$ cat src/rtl/id_ex_stage_pkg.sv
// Package def: decoded control word, ID/EX register bank type, field-select
// constants and the helpers that resolve the write address and extended
// immediate.
package def;

  // 31-bit decoded control word produced by the instruction controller.
  typedef struct packed {
    logic       WRITE_REG;    // instruction writes the register file
    logic       WRITE_MEM;    // store
    logic       ALUORMEM_WR;  // 1 = write-back data comes from memory
    logic       MULTIPLY;     // uses the multiply unit
    logic       BRANCH;
    logic       JUMP;
    logic       JUMP_REG;
    logic       LINK;
    logic [1:0] REG_DST;      // write-address select
    logic [1:0] IMMED_EXT;    // immediate extension mode
    logic       ALU_SRC;
    logic [3:0] ALU_OP;
    logic       SHIFT_VAR;
    logic [1:0] MEM_SIZE;
    logic       MEM_SIGNED;
    logic [2:0] BRANCH_TYPE;
    logic       MFHI;
    logic       MFLO;
    logic       SIGNED_MUL;
    logic       SYSCALL;
    logic       BREAK;
    logic       MOVE_HILO;
    logic       ILLEGAL;
  } ctrl;

  // Contents of the ID/EX pipeline register. All-zero is a bubble.
  typedef struct packed {
    ctrl         ctrl;
    logic [4:0]  rs;
    logic [4:0]  rt;
    logic [4:0]  wa;
    logic [31:0] rs_val;
    logic [31:0] rt_val;
    logic [31:0] imm;
    logic [31:0] pc;
    logic        valid;
  } ex_regs;

  localparam logic [1:0] REG_DST_RT = 2'b00;
  localparam logic [1:0] REG_DST_RD = 2'b01;
  localparam logic [1:0] REG_DST_RA = 2'b10;

  localparam logic [1:0] IMM_ZERO  = 2'b00;
  localparam logic [1:0] IMM_SIGN  = 2'b01;
  localparam logic [1:0] IMM_UPPER = 2'b10;

  localparam logic [4:0] REG_RA = 5'd31;

  // REG_DST 1x selects the link register.
  function automatic logic [4:0] resolve_wa(input logic [1:0] sel,
                                             input logic [4:0] rt,
                                             input logic [4:0] rd);
    if (sel[1])                 return REG_RA;
    else if (sel == REG_DST_RD) return rd;
    else                        return rt;
  endfunction

  // Encoding 11 is unused and treated as zero-extend.
  function automatic logic [31:0] extend_imm(input logic [1:0]  ext,
                                             input logic [15:0] imm);
    case (ext)
      IMM_SIGN:  return {{16{imm[15]}}, imm};
      IMM_UPPER: return {imm, 16'h0000};
      default:   return {16'h0000, imm};
    endcase
  endfunction

endpackage

$ cat src/rtl/id_ex_stage_hazard.sv
// hazard_unit: load-use and multiply-occupancy interlocks for the ID/EX stage.
//   in : clk, reset, id_valid, id_mul, id_rs, id_rt   - instruction in ID
//        ex_valid, ex_load, ex_wa                      - instruction in EX
//        ex_hold, flush                                - downstream controls
//   out: load_use, mul_block, stall_id, mul_busy
module hazard_unit #(
  parameter int MUL_LAT = 4
) (
  input  logic       clk,
  input  logic       reset,
  input  logic       id_valid,
  input  logic       id_mul,
  input  logic [4:0] id_rs,
  input  logic [4:0] id_rt,
  input  logic       ex_valid,
  input  logic       ex_load,
  input  logic [4:0] ex_wa,
  input  logic       ex_hold,
  input  logic       flush,
  output logic       load_use,
  output logic       mul_block,
  output logic       stall_id,
  output logic       mul_busy
);

  localparam int CW = $clog2(MUL_LAT + 1);
  localparam logic [CW-1:0] CNT_LOAD = CW'(MUL_LAT - 1);

  logic [CW-1:0] cnt;
  logic          mul_issue;

  // A bubble in EX carries ex_valid = 0, so a load-use stall self-clears.
  assign load_use  = ex_valid & ex_load & (ex_wa != 5'd0) & id_valid &
                     ((ex_wa == id_rs) | (ex_wa == id_rt));
  assign mul_busy  = (cnt != '0);
  assign mul_block = id_valid & id_mul & mul_busy;
  assign stall_id  = ex_hold | load_use | mul_block;

  // Only an accepted multiply arms the counter; flush after issue does not
  // cancel it because the unit is already running.
  assign mul_issue = id_valid & id_mul & ~flush & ~ex_hold & ~load_use & ~mul_block;

  always_ff @(posedge clk or posedge reset) begin
    if (reset)          cnt <= '0;
    else if (mul_issue) cnt <= CNT_LOAD;
    else if (mul_busy)  cnt <= cnt - CW'(1);
  end

endmodule

$ cat src/rtl/id_ex_stage.sv
// id_ex_stage: decode-to-execute pipeline register with interlocks.
//   in : clk, reset, id_valid, id_ctrl, id_rs/rt/rd, id_rs_val/rt_val,
//        id_immed, id_pc, ex_hold, flush
//   out: stall_id, ex_valid, ex_ctrl, ex_rs, ex_rt, ex_wa, ex_rs_val,
//        ex_rt_val, ex_imm, ex_pc, mul_busy
// Update priority: flush > ex_hold > interlock bubble > accept.
module id_ex_stage
  import def::*;
#(
  parameter int MUL_LAT = 4
) (
  input  logic        clk,
  input  logic        reset,
  input  logic        id_valid,
  input  ctrl         id_ctrl,
  input  logic [4:0]  id_rs,
  input  logic [4:0]  id_rt,
  input  logic [4:0]  id_rd,
  input  logic [31:0] id_rs_val,
  input  logic [31:0] id_rt_val,
  input  logic [15:0] id_immed,
  input  logic [31:0] id_pc,
  input  logic        ex_hold,
  input  logic        flush,
  output logic        stall_id,
  output logic        ex_valid,
  output ctrl         ex_ctrl,
  output logic [4:0]  ex_rs,
  output logic [4:0]  ex_rt,
  output logic [4:0]  ex_wa,
  output logic [31:0] ex_rs_val,
  output logic [31:0] ex_rt_val,
  output logic [31:0] ex_imm,
  output logic [31:0] ex_pc,
  output logic        mul_busy
);

  ex_regs r, acc;
  logic   load_use, mul_block;

  hazard_unit #(.MUL_LAT(MUL_LAT)) u_hazard (
    .clk      (clk),
    .reset    (reset),
    .id_valid (id_valid),
    .id_mul   (id_ctrl.MULTIPLY),
    .id_rs    (id_rs),
    .id_rt    (id_rt),
    .ex_valid (r.valid),
    .ex_load  (r.ctrl.WRITE_REG & r.ctrl.ALUORMEM_WR),
    .ex_wa    (r.wa),
    .ex_hold  (ex_hold),
    .flush    (flush),
    .load_use (load_use),
    .mul_block(mul_block),
    .stall_id (stall_id),
    .mul_busy (mul_busy)
  );

  always_comb begin
    acc        = '0;
    acc.valid  = 1'b1;
    acc.ctrl   = id_ctrl;
    acc.rs     = id_rs;
    acc.rt     = id_rt;
    acc.wa     = resolve_wa(id_ctrl.REG_DST, id_rt, id_rd);
    acc.rs_val = id_rs_val;
    acc.rt_val = id_rt_val;
    acc.imm    = extend_imm(id_ctrl.IMMED_EXT, id_immed);
    acc.pc     = id_pc;
  end

  // Flush wins over hold: the instruction in EX is dead even if EX is frozen.
  always_ff @(posedge clk or posedge reset) begin
    if (reset)                                     r <= '0;
    else if (flush)                                r <= '0;
    else if (!ex_hold) begin
      if (load_use || mul_block || !id_valid)      r <= '0;
      else                                         r <= acc;
    end
  end

  assign ex_valid  = r.valid;
  assign ex_ctrl   = r.ctrl;
  assign ex_rs     = r.rs;
  assign ex_rt     = r.rt;
  assign ex_wa     = r.wa;
  assign ex_rs_val = r.rs_val;
  assign ex_rt_val = r.rt_val;
  assign ex_imm    = r.imm;
  assign ex_pc     = r.pc;

endmodule

$ cat config.mk
export PLATFORM = sky130hd
export DESIGN_NAME = id_ex_stage
export DESIGN_NICKNAME = d
export VERILOG_FILES = /design/src/rtl/id_ex_stage_pkg.sv /design/src/rtl/id_ex_stage_hazard.sv /design/src/rtl/id_ex_stage.sv
export SDC_FILE = /design/constraint.sdc
export NUM_CORES = 1
export LEC_CHECK = 0
export ABC_AREA = 1
export CORE_UTILIZATION = 46
export CTS_CLUSTER_DIAMETER = 50
export DETAILED_ROUTE_END_ITERATION = 8
export HOLD_SLACK_MARGIN = 0.12
export PLACE_DENSITY_LB_ADDON = 0.05
export SETUP_SLACK_MARGIN = 0.02
export SLEW_MARGIN = 40
export SYNTH_ARGS = -nofsm -noshare
export SYNTH_HDL_FRONTEND = slang
export SYNTH_SLANG_ARGS = --single-unit
$ cat constraint.sdc
create_clock -name clk -period 14.4 [get_ports clk]
set_input_delay 1.44 -clock clk [delete_from_list [all_inputs] [get_ports clk]]
set_output_delay 1.44 -clock clk [all_outputs]
set_load 0.01 [all_outputs]
==> run_results.csv <==
group,metric,value,unit
status,outcome,"finished, final reports clean",
sta,worstMarginPinSlew,0.8152,ns
synth,synth_seq_cells,178,
worst_setup_path,endpoint_kind,"output pin",
grt,grt_use_total,0.2792,
min_path,hold_path.class,"reg2reg",
pwr,leakagePower,5.921,nW
synth,synth.area.top_cells,"dfrtp_1 (55%), nand2_1 (18%), nand4_1 (14%)",
cells_and_area,fillCellCount,1423,
pwr,p_total,1.237,mW
pwr,p_sw_frac,0.2652,
sta,skew,0.01117,ns
worst_setup_path,cp-start-kind,"input pin",
grt,grt_antenna_before_repair,0,
drt,vias,7730,
drt,wl_per_cell,16.96,um
cts,clk_pin_slew,0.07,ns
placement,gp_congestion,0.8325,
die,io_pins,340,
cts,cts_root_buffer,"clkbuf_16",
sta,fin_crit,4.796,ns
pwr,p_int,0.9089,mW
die,core,17180,um2
cts,cts_hold_repair.buffers,0,
cells_and_area,n_antenna_cell,0,
flow_run,drv_cap,0,
grt,grt_pass1_wl,39390,um
grt,grt.overflow.total,0,
placement,dpl.cell_count,1433,
synth,syn_avg_cell_area,8.553,um2
synth,synthMuxAreaShare,0,
synth,postSynthCellCount,942,
cells_and_area,nets,1394,
cts,ctsLongestPathBuffers,2,
cells_and_area,final_cells,1465,
sta,slew_headroom,0.4565,
synth,netlist.area_leader.share,0.5529,
pwr,power-per-cell-area,103.1,nW/um2
worst_setup_path,path_class,"in2out",
worst_setup_path,cp_max_fo,35,
synth,synth_top_family_by_area,"simple AND/OR/NAND/NOR gates",
synth,synth_compound_area_frac,0.01941,
synth,ys_warn_count,0,
sta,final.setup.tns,0,ns
drt,drt_first_iter_violations,673,
synth,syn_nets,1109,
sta,rsz0062_at_grt,"no",
cells_and_area,syn_to_final_growth,48.91,%
synth,seq_area_frac_synth,0.5529,
drt,detail-route-antenna-nets,0,
sta,setup_viol,0,
placement,dpl.hpwl,15750,um
worst_setup_path,arrival,3.36,ns
cts,cts_resized,0,
synth,yosys.area_share.simple,0.3370,
synth,synthAdderAreaFrac,0.006212,
sta,slew_viol_final,0,
grt,grt_pass1_vias,7398,
die,die_h,134.3,um
pwr,switchingPower,0.3280,mW
drt,finalWirelength,24850,um
synth,synth_area,8056,um2
cells_and_area,drive_gt1_frac,0.04194,
worst_setup_path,r2r_slack,11.28,ns
sta,fmax,208.5,MHz
worst_setup_path,worstPathRequired,12.96,ns
cts,cts_setup_buffers,0,
placement,portBuffers,339,
synth,synth_xor_area_frac,0.004349,
sta,fin_crit_sh,0.3330,
die,core.rowCount,48,
cts,clock_latency,0.44,ns
die,dieWidth,134.3,um
cts,cts_sinks,178,
cts,htreeDepth,4,
die,design.die.area,18050,um2
die,initial_core_util,0.4690,
grt,grt_max_degree,94,
synth,synth_area_leader_cell,"dfrtp_1",
pwr,ir_worst_vdd,93.66,uV
sta,hold_violations,0,
cts,numCtsBuffers,17,
pwr,clkPwrFrac,0.398,
drt,drc,0,
synth,yosysUniqueCellTypes,20,
pwr,p_seq_frac,0.435,
cts,tritoncts,"done",
pwr,comb_power_share,0.167,
drt,dr.pass1.iters,6,
drt,avgViaCountPerCell,5.276,
[power by group through the flow]
stage	clock (mW)	sequential [mW]	combinational, mW
floorplan	0	0.555	0.0871
global placement	0	0.546	0.205
detailed placement	0	0.546	0.207
CTS	0.500	0.538	0.208
global route	0.518	0.540	0.224
finish	0.492	0.538	0.206
[final cells by class]
| cell class | instances | area (um2) | area share |
|---|---|---|---|
| Sequential cell | 178 | 4454 | 0.3713 |
| Tap cell | 225 | 281.5 | 0.02347 |
| Multi-Input combinational cell | 640 | 2979 | 0.2483 |
| Timing Repair Buffer | 349 | 3495 | 0.2913 |
| Inverter | 41 | 158.9 | 0.01325 |
| Clock inverter | 13 | 175.2 | 0.01460 |
| Clock buffer | 19 | 452.9 | 0.03776 |
[path summary, 6_finish.rpt]
kind	end	cells after the start	from
max in group asynchronous	ex_imm[21]$_DFFE_PP0P_	3	reset
hold / removal	ex_rs_val[9]$_DFFE_PP0P_	2	ex_rs_val[9]$_DFFE_PP0P_
min in group asynchronous	ex_rs_val[0]$_DFFE_PP0P_	2	reset
setup reg to reg	u_hazard.cnt[1]$_DFFE_PP0P_	10	ex_wa[0]$_DFFE_PP0P_
hold reg to reg	ex_rs_val[9]$_DFFE_PP0P_	2	ex_rs_val[9]$_DFFE_PP0P_
setup / recovery	stall_id	8	id_valid
[layout by cell type, fill, tap and decap left out]
cell type | synthesis | layout
nand2_1 | 393 | 393
clkdlybuf4s50_1 | 0 | 339
dfrtp_1 | 178 | 178
nand4_1 | 175 | 175
inv_1 | 38 | 37
nor2_1 | 30 | 27
a21oi_1 | 21 | 21
clkbuf_16 | 0 | 17
buf_6 | 16 | 7
o21ai_0 | 6 | 6
nand3_1 | 4 | 4
ha_1 | 4 | 4
clkinvlp_4 | 0 | 4
inv_2 | 3 | 3
xnor2_1 | 3 | 3
inv_6 | 0 | 3
bufinv_16 | 0 | 3
clkinv_4 | 0 | 3
buf_4 | 6 | 3
nor2_2 | 1 | 2
nor2_4 | 0 | 2
clkbuf_8 | 0 | 2
nand2_4 | 0 | 1
a31oi_4 | 1 | 1
xor2_1 | 1 | 1
inv_8 | 0 | 1
[layer usage]
metal | global-route usage | part of all wire
met4 | 0.1205 | 0.031
met5 | 0 | 0
met1 | 0.3675 | 0.42
met2 | 0.4341 | 0.48
met3 | 0.07521 | 0.072
[sequential cells by signal (all words and copies together), names as in the netlist]
register,count
ex_rt,5
u_hazard.cnt,3
ex_rs_val,32
ex_ctrl,31
ex_rs,5
ex_pc,32
ex_rt_val,32
ex_wa,5
ex_valid,1
ex_imm,32
[through the flow]
step	setup WS [ns]	hold slack [ns]	util	instance area, um2
global placement	9.635	0.4612	0.6602	11340
finish	9.604	0.4785	0.6984	12000
CTS	9.634	0.4831	0.6978	11990
global route	9.472	0.4904	0.6984	12000
floorplan	8.130	0.4807	-	8056
detailed placement	9.633	0.4645	0.6612	11360
[Yosys cell counts (all sizes together)]
library cell,instances
a21oi,21
a31oi,1
buf,54
clkbuf,29
dfrtp,178
ha,4
inv,41
nand2,394
nand3,4
nand4,175
nor2,31
o21ai,6
xnor2,3
xor2,1
[critical path, stage by stage]
cell and delay, ns:
clkdlybuf4s50_1 0.54, inv_1 0.11, nor2_1 0.16, nand3_1 0.09, inv_1 0.10, nand2_4 0.23, nand2_1 0.13, clkdlybuf4s50_1 0.54
[cell families (layout without fill, tap and decap cells)]
logic type / count (synthesis) / after routing
fa+ha+maj: 4 / 4
simple gates: 604 / 604
flops: 178 / 178
xor+xnor: 4 / 4
compound gates: 28 / 28
buf+inv: 124 / 422
No activity file was read; power rests on OpenSTA's default activity.
